==> src/rtl/capiano_pkg.sv <==
// Shared constants and helpers for the capiano key-scanning path.
// Event bytes are {dir, 1'b0, idx[5:0]}; dir=1 marks a press, dir=0 a release.
package capiano_pkg;

   localparam int NKEYS      = 40;
   localparam int DEB_CNT    = 3;
   localparam int FIFO_DEPTH = 8;

   localparam int EV_W       = 8;
   localparam int EV_DIR_BIT = 7;
   localparam int EV_IDX_LSB = 0;
   localparam int EV_IDX_W   = 6;

   typedef enum logic [0:0] {
      ST_IDLE = 1'b0,
      ST_SCAN = 1'b1
   } scan_state_e;

   function automatic logic [EV_W-1:0] make_event(input logic dir,
                                                  input logic [EV_IDX_W-1:0] idx);
      logic [EV_W-1:0] ev;
      ev = 8'h00;
      ev[EV_DIR_BIT] = dir;
      ev[EV_IDX_LSB +: EV_IDX_W] = idx;
      return ev;
   endfunction

endpackage

==> src/rtl/sync_fifo.sv <==
// Synchronous first-word-fall-through FIFO with occupancy count.
// Depth must be a power of two so the pointers wrap naturally.
module sync_fifo #(
   parameter int WIDTH = 8,
   parameter int DEPTH = 8
) (
   input  logic                     clk,
   input  logic                     rst,
   input  logic                     push,
   input  logic [WIDTH-1:0]         push_data,
   input  logic                     pop,
   output logic [WIDTH-1:0]         pop_data,
   output logic                     full,
   output logic                     empty,
   output logic [$clog2(DEPTH):0]   level
);

   localparam int PTR_W = $clog2(DEPTH);

   logic [WIDTH-1:0] mem_q [DEPTH];
   logic [WIDTH-1:0] mem_d [DEPTH];
   logic [PTR_W-1:0] wr_ptr_q, wr_ptr_d;
   logic [PTR_W-1:0] rd_ptr_q, rd_ptr_d;
   logic [PTR_W:0]   count_q, count_d;
   logic             do_push_s;
   logic             do_pop_s;

   // Status flags and the fall-through read port.
   always_comb begin
      empty = (count_q == {(PTR_W+1){1'b0}});
      full  = (count_q == (PTR_W+1)'(DEPTH));
      level = count_q;
      if (empty) begin
         pop_data = {WIDTH{1'b0}};
      end else begin
         pop_data = mem_q[rd_ptr_q];
      end
   end

   // A push into a full FIFO is accepted only when a pop frees a slot in the same cycle.
   always_comb begin
      do_pop_s  = pop & ~empty;
      do_push_s = push & (~full | do_pop_s);
      mem_d     = mem_q;
      wr_ptr_d  = wr_ptr_q;
      rd_ptr_d  = rd_ptr_q;
      if (do_push_s) begin
         mem_d[wr_ptr_q] = push_data;
         wr_ptr_d        = wr_ptr_q + PTR_W'(1);
      end else begin
         wr_ptr_d = wr_ptr_q;
      end
      if (do_pop_s) begin
         rd_ptr_d = rd_ptr_q + PTR_W'(1);
      end else begin
         rd_ptr_d = rd_ptr_q;
      end
      case ({do_push_s, do_pop_s})
         2'b10:   count_d = count_q + (PTR_W+1)'(1);
         2'b01:   count_d = count_q - (PTR_W+1)'(1);
         default: count_d = count_q;
      endcase
   end

   // Storage and pointer registers.
   always_ff @(posedge clk) begin
      if (rst) begin
         for (int i = 0; i < DEPTH; i++) begin
            mem_q[i] <= {WIDTH{1'b0}};
         end
         wr_ptr_q <= {PTR_W{1'b0}};
         rd_ptr_q <= {PTR_W{1'b0}};
         count_q  <= {(PTR_W+1){1'b0}};
      end else begin
         mem_q    <= mem_d;
         wr_ptr_q <= wr_ptr_d;
         rd_ptr_q <= rd_ptr_d;
         count_q  <= count_d;
      end
   end

endmodule

==> src/rtl/key_event_encoder.sv <==
// Debounces a frame-rate key snapshot one key per cycle and queues a byte per
// committed press/release into a FIFO drained over valid/ready.
module key_event_encoder #(
   parameter int NKEYS      = capiano_pkg::NKEYS,
   parameter int DEB_CNT    = capiano_pkg::DEB_CNT,
   parameter int FIFO_DEPTH = capiano_pkg::FIFO_DEPTH
) (
   input  logic                          clk,
   input  logic                          rst,
   input  logic                          sample,
   input  logic [NKEYS-1:0]              key_down,
   output logic [7:0]                    ev_data,
   output logic                          ev_valid,
   input  logic                          ev_ready,
   output logic [NKEYS-1:0]              stable_keys,
   output logic                          busy,
   output logic                          sample_drop,
   output logic [$clog2(FIFO_DEPTH):0]   fifo_level
);

   import capiano_pkg::*;

   scan_state_e            state_q, state_d;
   logic [EV_IDX_W-1:0]    idx_q, idx_d;
   logic                   pending_q, pending_d;
   logic                   sample_drop_q, sample_drop_d;
   logic [NKEYS-1:0]       snap_q, snap_d;
   logic [NKEYS-1:0]       stable_q, stable_d;
   logic [2:0]             deb_cnt_q [NKEYS];
   logic [2:0]             deb_cnt_d [NKEYS];

   logic                   raw_s;
   logic                   st_s;
   logic [2:0]             cnt_s;
   logic [3:0]             cnt_inc_s;
   logic                   differ_s;
   logic                   scanning_s;
   logic                   commit_s;
   logic                   stall_s;
   logic                   advance_s;
   logic                   last_s;
   logic                   start_s;
   logic [EV_W-1:0]        ev_byte_s;
   logic                   fifo_full_s;
   logic                   fifo_empty_s;

   // Per-key debounce decision for the key under the scan pointer.
   always_comb begin
      scanning_s = (state_q == ST_SCAN);
      start_s    = (state_q == ST_IDLE) & (sample | pending_q);
      raw_s      = snap_q[idx_q];
      st_s       = stable_q[idx_q];
      cnt_s      = deb_cnt_q[idx_q];
      cnt_inc_s  = {1'b0, cnt_s} + 4'd1;
      differ_s   = raw_s ^ st_s;
      commit_s   = scanning_s & differ_s & (cnt_inc_s == 4'(DEB_CNT));
      // Full FIFO is never full-and-empty, so ev_ready alone tells whether a pop frees a slot.
      stall_s    = commit_s & fifo_full_s & ~ev_ready;
      advance_s  = scanning_s & ~stall_s;
      last_s     = (idx_q == EV_IDX_W'(NKEYS-1));
      ev_byte_s  = make_event(raw_s, idx_q);
   end

   // FSM next-state logic.
   always_comb begin
      state_d = state_q;
      case (state_q)
         ST_IDLE: begin
            if (start_s) begin
               state_d = ST_SCAN;
            end else begin
               state_d = ST_IDLE;
            end
         end
         ST_SCAN: begin
            if (advance_s && last_s) begin
               state_d = ST_IDLE;
            end else begin
               state_d = ST_SCAN;
            end
         end
         default: state_d = ST_IDLE;
      endcase
   end

   // FSM outputs.
   always_comb begin
      case (state_q)
         ST_SCAN: busy = 1'b1;
         ST_IDLE: busy = 1'b0;
         default: busy = 1'b0;
      endcase
      stable_keys = stable_q;
      sample_drop = sample_drop_q;
   end

   // Snapshot, pending/overrun tracking and debounce state updates.
   always_comb begin
      idx_d         = idx_q;
      pending_d     = pending_q;
      sample_drop_d = sample_drop_q;
      snap_d        = snap_q;
      stable_d      = stable_q;
      deb_cnt_d     = deb_cnt_q;
      case (state_q)
         ST_IDLE: begin
            if (start_s) begin
               snap_d    = key_down;
               idx_d     = {EV_IDX_W{1'b0}};
               // A sample landing while a pending scan launches becomes the next pending one.
               pending_d = pending_q & sample;
            end else begin
               pending_d = pending_q;
            end
         end
         ST_SCAN: begin
            if (sample) begin
               if (pending_q) begin
                  sample_drop_d = 1'b1;
               end else begin
                  pending_d = 1'b1;
               end
            end else begin
               pending_d = pending_q;
            end
            if (advance_s) begin
               if (last_s) begin
                  idx_d = {EV_IDX_W{1'b0}};
               end else begin
                  idx_d = idx_q + EV_IDX_W'(1);
               end
               if (commit_s) begin
                  stable_d[idx_q]  = raw_s;
                  deb_cnt_d[idx_q] = 3'd0;
               end else if (differ_s) begin
                  deb_cnt_d[idx_q] = cnt_inc_s[2:0];
               end else begin
                  deb_cnt_d[idx_q] = 3'd0;
               end
            end else begin
               idx_d = idx_q;
            end
         end
         default: begin
            idx_d = {EV_IDX_W{1'b0}};
         end
      endcase
   end

   // State and datapath registers.
   always_ff @(posedge clk) begin
      if (rst) begin
         state_q       <= ST_IDLE;
         idx_q         <= {EV_IDX_W{1'b0}};
         pending_q     <= 1'b0;
         sample_drop_q <= 1'b0;
         snap_q        <= {NKEYS{1'b0}};
         stable_q      <= {NKEYS{1'b0}};
         for (int i = 0; i < NKEYS; i++) begin
            deb_cnt_q[i] <= 3'd0;
         end
      end else begin
         state_q       <= state_d;
         idx_q         <= idx_d;
         pending_q     <= pending_d;
         sample_drop_q <= sample_drop_d;
         snap_q        <= snap_d;
         stable_q      <= stable_d;
         deb_cnt_q     <= deb_cnt_d;
      end
   end

   sync_fifo #(
      .WIDTH (EV_W),
      .DEPTH (FIFO_DEPTH)
   ) u_event_fifo (
      .clk       (clk),
      .rst       (rst),
      .push      (commit_s),
      .push_data (ev_byte_s),
      .pop       (ev_ready),
      .pop_data  (ev_data),
      .full      (fifo_full_s),
      .empty     (fifo_empty_s),
      .level     (fifo_level)
   );

   assign ev_valid = ~fifo_empty_s;

endmodule
==> config.mk <==
export PLATFORM = sky130hd
export DESIGN_NAME = key_event_encoder
export DESIGN_NICKNAME = d
export VERILOG_FILES = /design/src/rtl/capiano_pkg.sv /design/src/rtl/sync_fifo.sv /design/src/rtl/key_event_encoder.sv
export SDC_FILE = /design/constraint.sdc
export NUM_CORES = 1
export LEC_CHECK = 0
export CORE_MARGIN = 2
export CORE_UTILIZATION = 50
export DETAILED_ROUTE_END_ITERATION = 10
export MAX_ROUTING_LAYER = met4
export PLACE_DENSITY = 0.71
export SLEW_MARGIN = 25
export SYNTH_ARGS = -nofsm -noshare
export SYNTH_HDL_FRONTEND = slang
export SYNTH_SLANG_ARGS = --single-unit
==> constraint.sdc <==
create_clock -name clk -period 5.1 [get_ports clk]
set_clock_uncertainty 0.15 [all_clocks]
set_input_delay 0.765 -clock clk [delete_from_list [all_inputs] [get_ports clk]]
set_output_delay 0.765 -clock clk [all_outputs]
set_load 0.02 [all_outputs]
==> out/summary.txt <==
ys flop type = dfxtp_1
part of the cycle the worst path needs = 0.919
WHS = 304 ps
Layout area overhead = 17.2%
multi-input logic area = 0.00765 mm2
Clock Pin Slew Worst Setup and Hold Paths = 60 ps
vias in the first global route = 10700
Detail Route Antenna Nets = 0
first-pass GRT wire length = 59800 um
antenna violations before repair = 0
area taken by flip-flops and latches = 0.00552 mm2
Cell variety after synth = 72
Worst Tran Pin Value = 976 ps
Final Hold Fails = 0
GPL Wtd Cong = 0.940
Root Driver = clkbuf_16
Std-Cell Rows = 60
total number of H-tree levels = 1
Crit Path Max Fanout = 27
clock period minus worst slack = 4690 ps
Via density = 5.91
post-synthesis mux area share = 0.236
share of Yosys cell area claimed by the top area cell type = 0.399
max cap viols = 0
Critical Path Start Type = flop
simple-gate share of the synthesized area = 0.225
final net count = 1522
Starting Density = 0.510
Post-Syn Instances = 1421
DIE WIDTH = 170 um
Max Fclk = 0.213 GHz
Seq/Total Area, Yosys = 0.399
Clock Latency Late Sink = 570 ps
Hold Crit Class = flop to flop
CP Data Required Time = 5430 ps
Syn Std Cell Area = 0.0138 mm2
HPWL after DPL = 24600 um
Ys Warns = 0
Post-Synth XOR/XNOR Area = 0.00562
Crit Path Class = flop to flop
crit end category = flop
final setup vio count = 0
die footprint = 0.0289 mm2
Syn Area/Cell = 9.71 um2
Max Buffers Root-to-Sink = 3
Async SR Flop Fraction = 0
# fillers = 2286
DIE HEIGHT = 170 um
Synth Area in Adders = 0.00726
WL/cell = 20.6 um
total CTS buffers = 30
largest net degree at the start of global routing = 163
ranking of synthesized cells by area = dfxtp_1, mux2i_1, nand2b_1
routed wire length = 37700 um
Critical Path AT = 5020 ps
Max Transition Viols Final = 0
TNS Setup = 0 ps
Slew headroom = 0.346
Vias = 10800
gr ovfl total = 0
ratio of cells with drive above 1 in the final layout = 0.138
Pwr per Cell Area = 305 mW/mm2
Net Count, Synth = 1473
Sink Count = 275
RSZ-0062 raised after global routing = no
Core ar. = 0.0270 mm2
Iteration-0 DRC Markers = 997
# IOs = 99
ant diodes = 0
Synth Area in Compound Gates = 0.0791
CTS tree = yes
most instantiated cells after synthesis = dfxtp_1, mux2i_1, nand2b_1, nand2_1, nor2_1
largest family of logic cells by synthesized area = multiplexers
design area = 0.0162 mm2
maximum resistive drop on vdd = 0.230 mV
# DRC = 0
Leak = 5.52 nW
total track usage = 0.266
cell taking the most area after synthesis = dfxtp_1
port bufs = 97
Pre-antenna DRT Iters = 5
Yosys reg bits = 275
status = finished, final reports clean
count of flip-flops with a built-in enable after synthesis = 0
Post-DP Area = 0.0150 mm2
most common cell in the synthesized netlist = dfxtp_1
[final timing paths]
path               from               endpoint  slack [ps]  cells after the start
min reg2reg  snap_q[20]             snap_q[20]         300                      2
max reg2reg    idx_q[0]  u_event_fifo.level[2]         410                     19
min          snap_q[20]             snap_q[20]         300                      2
max            idx_q[0]  u_event_fifo.level[2]         410                     19
[cells by family after synthesis]
family	count (synthesis)
and+or+nand+nor	538
muxes	290
DFF	275
AOI/OAI and AO/OA	163
buffers and inverters	138
adders and majority gates	8
xor gates and xnor gates	8
other	1
[area by class of cell]
class / instances / area share
multi-input combinational: 1008 / 0.473
sequential: 275 / 0.341
timing repair buffer: 142 / 0.0861
clock buffer: 36 / 0.0503
tap: 341 / 0.0264
clock inverter: 19 / 0.0195
inverter: 13 / 0.00302
[state kept, by name, summed over array words and instances (netlist names), 3 cells and up]
| register | count |
|---|---|
| u_event_fifo.mem_q | 56 |
| deb_cnt_q | 120 |
| snap_q | 40 |
| u_event_fifo.rd_ptr_q | 3 |
| u_event_fifo.level | 4 |
| idx_q | 6 |
| stable_keys | 40 |
| u_event_fifo.wr_ptr_q | 3 |
[repair_timing]
item	4_1_cts	5_1_grt
setup buffers	0	1
setup endpoints to repair	0	5
gates resized for setup	0	2
hold buffers	0	0
[cells in the final DEF, fill, tap and decap left out, types with 4 or more instances in the layout]
cell type / instances
and2_1: 5
nor4_4: 7
o21ai_0: 14
and3_1: 4
buf_12: 5
ha_1: 8
a21oi_1: 71
nor2_1: 90
mux2i_1: 251
nand4_1: 11
or3_1: 7
mux2_2: 10
nand3b_1: 11
clkbuf_16: 30
clkdlybuf4s50_1: 96
clkbuf_8: 4
inv_1: 11
a221oi_1: 7
a221o_1: 8
a21bo_2: 7
nor2b_1: 8
a31oi_1: 10
xor2_1: 5
or3b_2: 4
nand2b_1: 165
o22ai_1: 8
mux4_2: 25
dfxtp_1: 271
nor3_2: 36
clkinv_2: 7
a22oi_1: 8
buf_4: 39
nor3_1: 9
bufinv_16: 8
nand2_1: 104
nand3_1: 60
[power breakdown]
part	total [mW]	internal, mW	switching, mW
sequential	2.19	2.17	0.0218
clock	2.47	1.54	0.926
combinational	0.264	0.111	0.154
[per-stage QoR]
| step | setup slack [ps] | instances | power (mW) | utilization |
|---|---|---|---|---|
| after global placement | 450 | 1777 | 2.49 | 0.554 |
| final | 412 | 1834 | 4.92 | 0.598 |
| after floorplan | 428 | 1421 | 2.41 | - |
| after detailed placement | 302 | 1778 | 2.50 | 0.556 |
| after global routing | 51.3 | 1834 | 5.06 | 0.598 |
| after CTS | 249 | 1833 | 4.94 | 0.597 |
[layer usage]
| layer | vias up | wire length, um | GRT usage |
|---|---|---|---|
| met5 | - | 0 | - |
| met4 | 0 | 1270 | 0.0892 |
| met3 | 97 | 2490 | 0.0400 |
| met2 | 403 | 17400 | 0.416 |
| met1 | 5248 | 16500 | 0.354 |
| li1 | 5087 | - | - |
[worst max-delay path, cell delays in order, from the launching register on]
cell and delay [ps]:
dfxtp_4 600, buf_4 260, and2_1 340, a22oi_1 160, a22oi_1 330, o2111ai_1 200
nor2_1 220, inv_1 70, ha_1 230, nor2b_1 210, a22oi_4 100, nor4b_4 290
inv_1 100, ha_1 250, xor2_1 170, ha_1 200, a21oi_1 140, xor2_1 90
or3_1 310, a21oi_1 140
(Power assumes the default switching activity.)
